File: src/rtl/nibble_serial_adder_ctrl.sv
// nibble_serial_adder_ctrl
//
// Adds two W-bit operands (W = 4*NIBBLES) by reusing a single 4-bit
// ripple-carry adder, one nibble per clock, least significant nibble first.
// The carry between nibbles is kept in a register. The requester starts an
// operation with start. It receives a one-cycle done pulse when sum and
// carry_out hold the new result.
//
// Parameters:
//   NIBBLES    operand width in nibbles, 1..16
//
// Ports:
//   clk        clock, rising edge
//   reset      asynchronous, active-high; clears all state
//   start      request; accepted only in IDLE or DONE
//   a, b       W-bit operands, latched on accept
//   carry_in   initial carry, latched on accept
//   sub        (only with SUBTRACT_EN) 1 = compute a - b, latched on accept
//   busy       1 while the nibble loop runs
//   done       one-cycle pulse; sum/carry_out valid
//   sum        W-bit result, held until the next completion
//   carry_out  carry out of the top nibble, held with sum
//
// Build option: define SUBTRACT_EN to add the sub port. With sub=1 the
// latched b is inverted and the initial carry is forced to 1. A carry_out
// of 1 then means no borrow.

module nibble_serial_adder_ctrl #(
    parameter int NIBBLES = 4
) (
    input  logic                   clk,
    input  logic                   reset,
    input  logic                   start,
    input  logic [4*NIBBLES-1:0]   a,
    input  logic [4*NIBBLES-1:0]   b,
    input  logic                   carry_in,
`ifdef SUBTRACT_EN
    input  logic                   sub,
`endif
    output logic                   busy,
    output logic                   done,
    output logic [4*NIBBLES-1:0]   sum,
    output logic                   carry_out
);

    localparam int W  = 4 * NIBBLES;
    localparam int IW = (NIBBLES > 1) ? $clog2(NIBBLES) : 1;
    localparam logic [IW-1:0] LAST_IDX = IW'(NIBBLES - 1);

    typedef enum logic [1:0] {
        IDLE = 2'd0,
        RUN  = 2'd1,
        DONE = 2'd2
    } state_t;

    state_t          state_reg, state_next;
    logic [IW-1:0]   idx_reg;
    logic            carry_reg;
    logic [W-1:0]    a_reg, b_reg;
    logic [W-1:0]    acc_reg, acc_next;
    logic [W-1:0]    sum_reg;
    logic            carry_out_reg;
    logic            accept;

    logic [NIBBLES-1:0] nib_hit;
    logic [3:0]         a_nib, b_nib;
    logic [4:0]         add_res;

    // Operand values as they are registered on an accepted start.
    logic [W-1:0] b_load;
    logic         carry_load;

`ifdef SUBTRACT_EN
    assign b_load     = sub ? ~b : b;
    assign carry_load = sub ? 1'b1 : carry_in;
`else
    assign b_load     = b;
    assign carry_load = carry_in;
`endif

    // One-hot decode of the nibble index. The adder inputs and the
    // accumulator write-back are steered by this decode.
    generate
        for (genvar gi = 0; gi < NIBBLES; gi++) begin : g_nib
            assign nib_hit[gi] = (idx_reg == IW'(gi));
            assign acc_next[4*gi +: 4] = nib_hit[gi] ? add_res[3:0]
                                                     : acc_reg[4*gi +: 4];
        end
    endgenerate

    always_comb begin
        a_nib = '0;
        b_nib = '0;
        for (int i = 0; i < NIBBLES; i++) begin
            if (nib_hit[i]) begin
                a_nib = a_reg[4*i +: 4];
                b_nib = b_reg[4*i +: 4];
            end
        end
    end

    // The shared 4-bit adder.
    assign add_res = {1'b0, a_nib} + {1'b0, b_nib} + {4'b0000, carry_reg};

    // Next-state logic and status outputs.
    always_comb begin
        state_next = state_reg;
        accept     = 1'b0;
        busy       = 1'b0;
        done       = 1'b0;
        case (state_reg)
            IDLE: begin
                if (start) begin
                    accept     = 1'b1;
                    state_next = RUN;
                end
            end
            RUN: begin
                busy = 1'b1;
                if (idx_reg == LAST_IDX) begin
                    state_next = DONE;
                end
            end
            DONE: begin
                done = 1'b1;
                if (start) begin
                    accept     = 1'b1;
                    state_next = RUN;
                end else begin
                    state_next = IDLE;
                end
            end
            default: state_next = IDLE;
        endcase
    end

    always_ff @(posedge clk or posedge reset) begin
        if (reset) begin
            state_reg     <= IDLE;
            idx_reg       <= '0;
            carry_reg     <= 1'b0;
            a_reg         <= '0;
            b_reg         <= '0;
            acc_reg       <= '0;
            sum_reg       <= '0;
            carry_out_reg <= 1'b0;
        end else begin
            state_reg <= state_next;
            if (accept) begin
                a_reg     <= a;
                b_reg     <= b_load;
                carry_reg <= carry_load;
                idx_reg   <= '0;
            end else if (state_reg == RUN) begin
                acc_reg   <= acc_next;
                carry_reg <= add_res[4];
                if (idx_reg == LAST_IDX) begin
                    // acc_next already contains the top nibble. Publish the
                    // whole result at once, so partial sums are never visible.
                    sum_reg       <= acc_next;
                    carry_out_reg <= add_res[4];
                end else begin
                    idx_reg <= idx_reg + IW'(1);
                end
            end
        end
    end

    assign sum       = sum_reg;
    assign carry_out = carry_out_reg;

endmodule

File: config.mk
export PLATFORM = sky130hd
export DESIGN_NAME = nibble_serial_adder_ctrl
export DESIGN_NICKNAME = d
export VERILOG_FILES = /design/src/rtl/nibble_serial_adder_ctrl.sv
export SDC_FILE = /design/constraint.sdc
export NUM_CORES = 1
export LEC_CHECK = 0
export ABC_AREA = 1
export CAP_MARGIN = 25
export CORE_MARGIN = 4
export CORE_UTILIZATION = 30
export CTS_CLUSTER_DIAMETER = 100
export DETAILED_ROUTE_END_ITERATION = 12
export GPL_TIMING_DRIVEN = 0
export PLACE_DENSITY = 0.63
export SYNTH_ARGS = -nofsm -noshare
export SYNTH_HDL_FRONTEND = slang
export SYNTH_SLANG_ARGS = --single-unit
export TNS_END_PERCENT = 50
File: constraint.sdc
create_clock -name clk -period 3.8 [get_ports clk]
set_input_delay 0.76 -clock clk [delete_from_list [all_inputs] [get_ports clk]]
set_output_delay 0.76 -clock clk [all_outputs]
set_load 0.02 [all_outputs]
After elaboration in Yosys (flattened, before gate mapping):

Cells that the tools add are included.

* register bits: 70
* input port bits: 36
* output and inout port bits: 19
* logic and storage cells: 53

* add/subtract/negate cells: 3
* equal/unequal tests: 8
* muxes and demuxes: 25
* bitwise logic cells: 1
* reductions and logical operators: 8

Operator list (number)
* 2-to-1 mux 4 bit: 12
* 2-to-1 mux 2 bit: 5
* 2-to-1 mux 1 bit: 7
* equality test 2 bit, second input constant: 3
* != test 2 bit, second input constant: 3
* one-hot mux 2 bit (3 select lines): 1
* AND reduction 2 bit: 3
* adder 4 x 4 -> 5 bit: 1
* adder 5 x 1 -> 5 bit: 1
* equality test 2 x 1 -> 1 bit, second input constant: 2
* zero test 2 bit: 2
* AND reduction 3 bit: 1
* adder 2 x 1 -> 2 bit, second input constant: 1
* nonzero test 2 bit: 1
* OR reduction 2 bit: 1
* inverter 1 bit: 1

Longest topological paths before layout:

Gate-level depths: netlist of run 1.

* depth after elaboration: 9
* depth in mapped cells: 15

Least setup slack after synthesis of run 1:

OpenSTA, ideal clock, no wires.

* path kind: register to register
* start point: register idx_reg[1]
* end point: register acc_reg[5]
* library setup time: 0.129 ns
* arrival time: 2.536 ns
* required time: 3.671 ns
* path slack: 1.135 ns
* stages on the path, launching flop included: 15
* buffers on the path: 1
* cell sequence: dfrtp_1 -> inv_1 -> ha_1 -> inv_1 -> clkbuf_1 -> nor2_1 -> o31ai_1 -> o21ai_0 -> fa_1 -> inv_1 -> fa_1 -> nand2_1 -> o21ai_0 -> nand2_1 -> o21ai_0

* word-level cells in the longest chain between the ends: 8

Ends and longest elaborated chain
* start: declaration: line 57 `logic [IW-1:0] idx_reg;`
* start signal: assignment: line 163 `idx_reg <= idx_reg + IW'(1);`
* zero test 2 bit: line 85 `assign nib_hit[gi] = (idx_reg == IW'(gi));`
* 2-to-1 mux 4 bit (4 in series): line 95 `if (nib_hit[i]) begin`
* adder 4 x 4 -> 5 bit: line 103 `assign add_res = {1'b0, a_nib} + {1'b0, b_nib} + {4'b0000, carry_reg};`
* adder 5 x 1 -> 5 bit: line 103
* 2-to-1 mux 4 bit (*): line 86 `assign acc_next[4*gi +: 4] = nib_hit[gi] ? add_res[3:0]`
* end signal: assignment: line 155 `acc_reg <= acc_next;`
* end: declaration: line 60 `logic [W-1:0] acc_reg, acc_next;`

Every way passes the cells marked *; elsewhere a longest branch is shown, timed or not.
A chain may end at the register's enable or synchronous reset.

Worst setup path in the final report of run 1:

Same ends and word-level chain as after synthesis.

==> impl_results.md, run 1 <==
* Critical Path End Type: flop
* Dpl cells at 558
* Worst R2R End: acc_reg[5]$_DFFE_PP0P_
* Outcome: completed
* Total number of vias at 2591
* Fin cells at 573
* Comb pwr share at 0.536
* Crit start category: flop
* Max-cap viol count at 0
* Area contributors post-synth: dfrtp_1 54%, nand2_1 19%, o21ai_0 6.1%
* Net Count, Synth at 415
* Clock share of power at 0.139
* Reg2reg setup slack at 610 ps
* Seq pwr share at 0.324
* Final net count at 481
* Final Max Tran Viols at 0
* Overflow after GRT at 0
* Post-CTS Setup Bufs at 0
* FMAX at 0.313 GHz
* CP Max Fanout at 10
* Crit path from: idx_reg[1]$_DFFE_PP0P_
* Leak at 1.92 nW
* Synthesized flop and latch total at 66
* Worst Path Required at 4020 ps
* Number of clock sinks at 66
* CTS H-Tree Depth at 3
* Hold Path Class: reg -> reg
* Synth Area per Inst at 8.24 µm²
* Total CTS buffers at 9
* DRC Markers at 0
* Most frequent cells in the layout: 151 x nand2_1, 66 x dfrtp_1, 54 x clkdlybuf4s50_1
* Max-slew headroom at 0.432
* CTS tree: built
* Post-Route WL at 7.41 mm
* Critical path type: reg -> reg
* Site Rows at 36
* Worst Setup EP: acc_reg[5]$_DFFE_PP0P_
* Post-route setup TNS at 0 ps
* Pre-Repair DR Iteration Count at 4
* Core ar. at 9820 µm²
* R2R Path Start: idx_reg[1]$_DFFE_PP0P_
* Worst skew pair latency at 340 ps
* Sw Pwr at 1.65 mW
* Share of the synthesized area in the top cell type at 0.542
* Fin. Hold Viols at 0
* Resized cells post-CTS at 0
* Clock transition at the registers of the reported paths at 70 ps
* Buffers on Ports at 54
* Post-Syn Area at 3050 µm²
* Setup Skew at 5.64 ps
* Post-synthesis sequential area ratio at 0.542
* Fillers at 1067
* Ys Warns at 0
* Root Buffer: clkbuf_8
* Pint at 2.05 mW
* Period minus WS final at 3190 ps
* Routed Antenna Nets at 0
* Area Overhead vs Synth at 29.4%
* Vias per std cell at 4.52
* Die height at 109 µm
* Dpl hpwl at 5.58 mm
* Initial DRC Count at 164
* WP data arrival at 3410 ps
* Setup-failing EPs final at 0
* CTS max path bufs at 2
* Die Wd at 109 µm
* Dominant cell type by area after synthesis: dfrtp_1
* Initial antenna violation count at 0
* RSZ-0062 raised after global routing: false
* Vias in the first global route at 2643
* Tot GR Track Use at 0.137
* Hold_buf cts at 0
* # IOs at 55
* Fin crit share at 0.840
* Die area at 11800 µm²
* Wire per inst at 12.9 µm
* Post-synthesis cell count at 370
* Maximum VDD drop at 0.443 mV
* Antenna diodes at 0
* Slew @ Worst Pin at 851 ps
* Layout cell share with drive strength beyond 1 at 0.0727
* Switch share at 0.446
* Power per cell area at 937 nW/µm²
* Netlist cell types at 25
* Placer Congestion at 0.822
* R2R depth at 14
* Most common cell after layout, fill and taps aside: nand2_1
* Initial core utilization at 0.311
* Largest net degree at the start of global routing at 40
* First-pass GRT wire length at 12.6 mm
power by group through the flow:
stage / Combinational (mW) / Clock [mW] / Sequential (mW)
6_report: 1.98 / 0.514 / 1.20
2_1_floorplan: 1.26 / 0 / 1.27
5_1_grt: 2.25 / 0.564 / 1.24
3_3_place_gp: 1.91 / 0 / 1.20
4_1_cts: 1.99 / 0.530 / 1.20
3_5_place_dp: 1.98 / 0 / 1.21
cells by family (layout without fill, tap and decap cells):
family                     after synthesis  after routing  share of synthesized area
adders and majority gates                9              9                     0.0419
DFF                                     66             66                      0.542
and+or+nand+nor                        184            184                      0.240
AOI/OAI and AO/OA                       63             63                      0.110
buffers and inverters                   47            117                     0.0636
xor gates and xnor gates                 1              1                    0.00287
metrics by stage:
stage / util / hold slack, ps / power [mW] / cell area [µm²] / setup slack (ps)
after global routing: 0.402 / 494 / 4.05 / 3950 / 310
after global placement: 0.383 / 454 / 3.11 / 3760 / 266
after CTS: 0.402 / 475 / 3.72 / 3950 / 634
after detailed placement: 0.385 / 459 / 3.19 / 3780 / 646
final: 0.402 / 471 / 3.70 / 3950 / 609
after floorplan: - / 437 / 2.53 / 3050 / 1140
cell usage after synthesis, drive strengths merged:
master and number:
o22ai 6, dfrtp 66, nand3 17, buf 7
ha 7, o21ai 42, xnor2 1, and2 1
nand2 152, a21oi 10, fa 2, nor2 11
inv 30, or2 3, clkbuf 10, a31oi 3
o21bai 1, o31ai 1
metal layers:
| metal | GRT usage | vias to the layer above | share of wire |
|---|---|---|---|
| li1 | - | 1303 | - |
| met3 | 0.0438 | 8 | 0.057 |
| met4 | 0.0370 | 0 | 0.015 |
| met2 | 0.222 | 52 | 0.47 |
| met1 | 0.177 | 1228 | 0.46 |
| met5 | 0 | - | 0 |
worst max-delay path, stage by stage, from the launching register on:
cell      delay, ps
dfrtp_1         390
inv_1            90
ha_1            220
inv_1            90
clkbuf_1        430
nor2_1           80
o31ai_1         230
o21ai_0         180
fa_1            410
inv_1            90
fa_1            500
nand2_1         110
o21ai_0         110
nand2_1          80
o21ai_0          70
how the worst min path moves through the flow:
| stage | startpoint | to | slack, ps | depth (start not counted) |
|---|---|---|---|---|
| finish | sum[13]$_DFFE_PP0P_ | sum[13]$_DFFE_PP0P_ | 470 | 2 |
| global route | b_reg[11]$_DFFE_PP0P_ | b_reg[11]$_DFFE_PP0P_ | 490 | 2 |
| CTS | a_reg[0]$_DFFE_PP0P_ | a_reg[0]$_DFFE_PP0P_ | 480 | 2 |
| detailed placement | a_reg[0]$_DFFE_PP0P_ | a_reg[0]$_DFFE_PP0P_ | 460 | 2 |
| global placement | acc_reg[3]$_DFFE_PP0P_ | acc_reg[3]$_DFFE_PP0P_ | 450 | 2 |
| floorplan | a_reg[10]$_DFFE_PP0P_ | a_reg[10]$_DFFE_PP0P_ | 440 | 2 |
layout make-up:
| cell class | count | area, µm² | share of cell area |
|---|---|---|---|
| flip-flops and latches | 66 | 1650 | 0.419 |
| multi-input cells | 257 | 1200 | 0.305 |
| repair buffers | 55 | 561 | 0.142 |
| well taps | 133 | 166 | 0.0422 |
| clock buffers | 12 | 155 | 0.0393 |
| inverters | 30 | 113 | 0.0285 |
| plain buffers | 17 | 81.3 | 0.0206 |
| clock inverters | 3 | 15.0 | 0.00380 |
No activity file was read; power rests on OpenSTA's default activity.
==> run 2, diff against run 1 <==
--- a/config.mk
+++ b/config.mk
@@ -12,7 +12,7 @@
 export CTS_CLUSTER_DIAMETER = 100
 export DETAILED_ROUTE_END_ITERATION = 12
 export GPL_TIMING_DRIVEN = 0
-export PLACE_DENSITY = 0.63
+export PLACE_DENSITY = 0.64
 export SYNTH_ARGS = -nofsm -noshare
 export SYNTH_HDL_FRONTEND = slang
 export SYNTH_SLANG_ARGS = --single-unit
==> constraint.sdc (replaced) <==
create_clock -name clk -period 2.9 [get_ports clk]
set_input_delay 0.58 -clock clk [delete_from_list [all_inputs] [get_ports clk]]
set_output_delay 0.58 -clock clk [all_outputs]
set_load 0.02 [all_outputs]
==> impl_results.md, run 2 (synthesis results as in run 1) <==
* Fin. Hold Viols at 0
* Maximum VDD drop at 0.502 mV
* Most common cell after layout, fill and taps aside: nand2_1
* First-pass GRT wire length at 13.1 mm
* Setup-failing EPs final at 0
* Tot GR Track Use at 0.141
* CP Max Fanout at 10
* Crit start category: flop
* Area Overhead vs Synth at 34.9%
* # IOs at 55
* Layout cell share with drive strength beyond 1 at 0.113
* Critical Path Max Stage Delay at 490 ps
* CTS H-Tree Depth at 3
* Initial core utilization at 0.311
* Worst Path Required at 3120 ps
* Worst setup slack after layout at 191 ps
* DRC Markers at 0
* Initial DRC Count at 169
* Hold Path Depth at 2
* Crit path from: idx_reg[0]$_DFFE_PP0P_
* Place WS at -201 ps
* Pre-Repair DR Iteration Count at 5
* Fillers at 1057
* Wire per inst at 13.3 µm
* Vias in the first global route at 2715
* Power per cell area at 1300 nW/µm²
* Initial antenna violation count at 0
* Buffers on Ports at 54
* Post-Route WL at 7.64 mm
* Clock transition at the registers of the reported paths at 70 ps
* Routed Antenna Nets at 0
* Fin cells at 575
* WP data arrival at 2930 ps
* R2R Path Start: idx_reg[0]$_DFFE_PP0P_
* Placer Congestion at 0.808
* Total CTS buffers at 9
* Outcome: completed
* Multi-input combinational cell area at 1250 µm²
* Dpl cells at 558
* Core ar. at 9820 µm²
* Leak at 1.97 nW
* Final net count at 482
* RSZ-0062 raised after global routing: false
* Final Max Tran Viols at 0
* Max-slew headroom at 0.515
* Total number of vias at 2663
* Site Rows at 36
* Critical path type: reg -> reg
* FMAX at 0.369 GHz
* Worst skew pair latency at 340 ps
* Hold Path Class: reg -> reg
* Vias per std cell at 4.63
* Die area at 11800 µm²
* Overflow after GRT at 0
* Final instance area at 4110 µm²
* CTS max path bufs at 2
* Setup Skew at 7.27 ps
* Slowest-stage cell, CP: fa_2
* Fin crit share at 0.934
* Largest net degree at the start of global routing at 35
* Number of clock sinks at 66
* Post-route setup TNS at 0 ps
* Hold_buf cts at 0
* Max-cap viol count at 0
* Reg2reg setup slack at 190 ps
* Die height at 109 µm
* Dpl cell area at 3780 µm²
* Worst Hold Slack at 475 ps
* FF+latch area at 1650 µm²
* Worst R2R End: acc_reg[9]$_DFFE_PP0P_
* Critical Path End Type: flop
* R2R depth at 11
* Total power at 5.35 mW
* Util after Layout at 0.419
* Die Wd at 109 µm
* CTS tree: built
* Most frequent cells in the layout: 151 x nand2_1, 64 x dfrtp_1, 54 x clkdlybuf4s50_1
* Period minus WS final at 2710 ps
* Worst path cell trace: ha_1 > inv_2 > buf_2 > o21ai_1 > fa_1 > inv_1 > fa_2 > nand2_1 > o21ai_0 > nand2_1 > o21ai_0
* HP Start: sum[8]$_DFFE_PP0P_
* Antenna diodes at 0
* Slew @ Worst Pin at 727 ps
* Root Buffer: clkbuf_8
* Worst Setup EP: acc_reg[9]$_DFFE_PP0P_
* Dpl hpwl at 5.73 mm
==> run 2: cell types whose count changed in the layout (fill, tap and decap cells not counted), sizes merged <==
cell	before	now
inv	30	29
clkinvlp	0	1
clkinv	3	2
clkbuf	22	17
bufinv	0	3
buf	8	13
==> run 2: timing repair <==
action / in CTS / in global routing
pin swaps: 0 / 0
endpoints found under the setup margin: 13 / 16
buffers inserted: 0 / 3
resized for setup: 6 / 19
==> run 2: worst max-delay path, delay by kind of cell, from the launching register on <==
kind	cells	cell delay (ps)
compound gates	3	300
buf+inv	3	480
flops	1	440
fa+ha+maj	3	1190
simple gates	2	170
==> run 2: per-layer routing <==
| metal | global-route usage | wire length, µm | vias up |
|---|---|---|---|
| li1 | - | - | 1309 |
| met1 | 0.185 | 3420 | 1266 |
| met2 | 0.228 | 3620 | 79 |
| met3 | 0.0432 | 498 | 9 |
| met4 | 0.0397 | 98 | 0 |
| met5 | 0 | 0 | - |
==> run 2: final cells by class <==
class / count / share of cell area
multi-input combinational: 257 / 0.304
timing repair buffer: 58 / 0.142
tap: 133 / 0.0405
sequential: 66 / 0.402
inverter: 30 / 0.0289
clock buffer: 11 / 0.0368
buffer: 15 / 0.0213
clock inverter: 5 / 0.0243
==> run 2: how the worst min path moves through the flow <==
| stage | to | slack [ps] |
|---|---|---|
| after floorplan | a_reg[10]$_DFFE_PP0P_ | 440 |
| after global placement | a_reg[9]$_DFFE_PP0P_ | 450 |
| after detailed placement | sum[13]$_DFFE_PP0P_ | 460 |
| after CTS | a_reg[1]$_DFFE_PP0P_ | 480 |
| after global routing | b_reg[2]$_DFFE_PP0P_ | 490 |
| final | sum[8]$_DFFE_PP0P_ | 470 |
==> run 2: power by group <==
part           internal [mW]  total (mW)  switching [mW]
Clock                  0.615       0.967           0.352
Combinational           1.09        2.79            1.70
Sequential              1.36        1.59           0.227
Total                   3.07        5.35            2.27
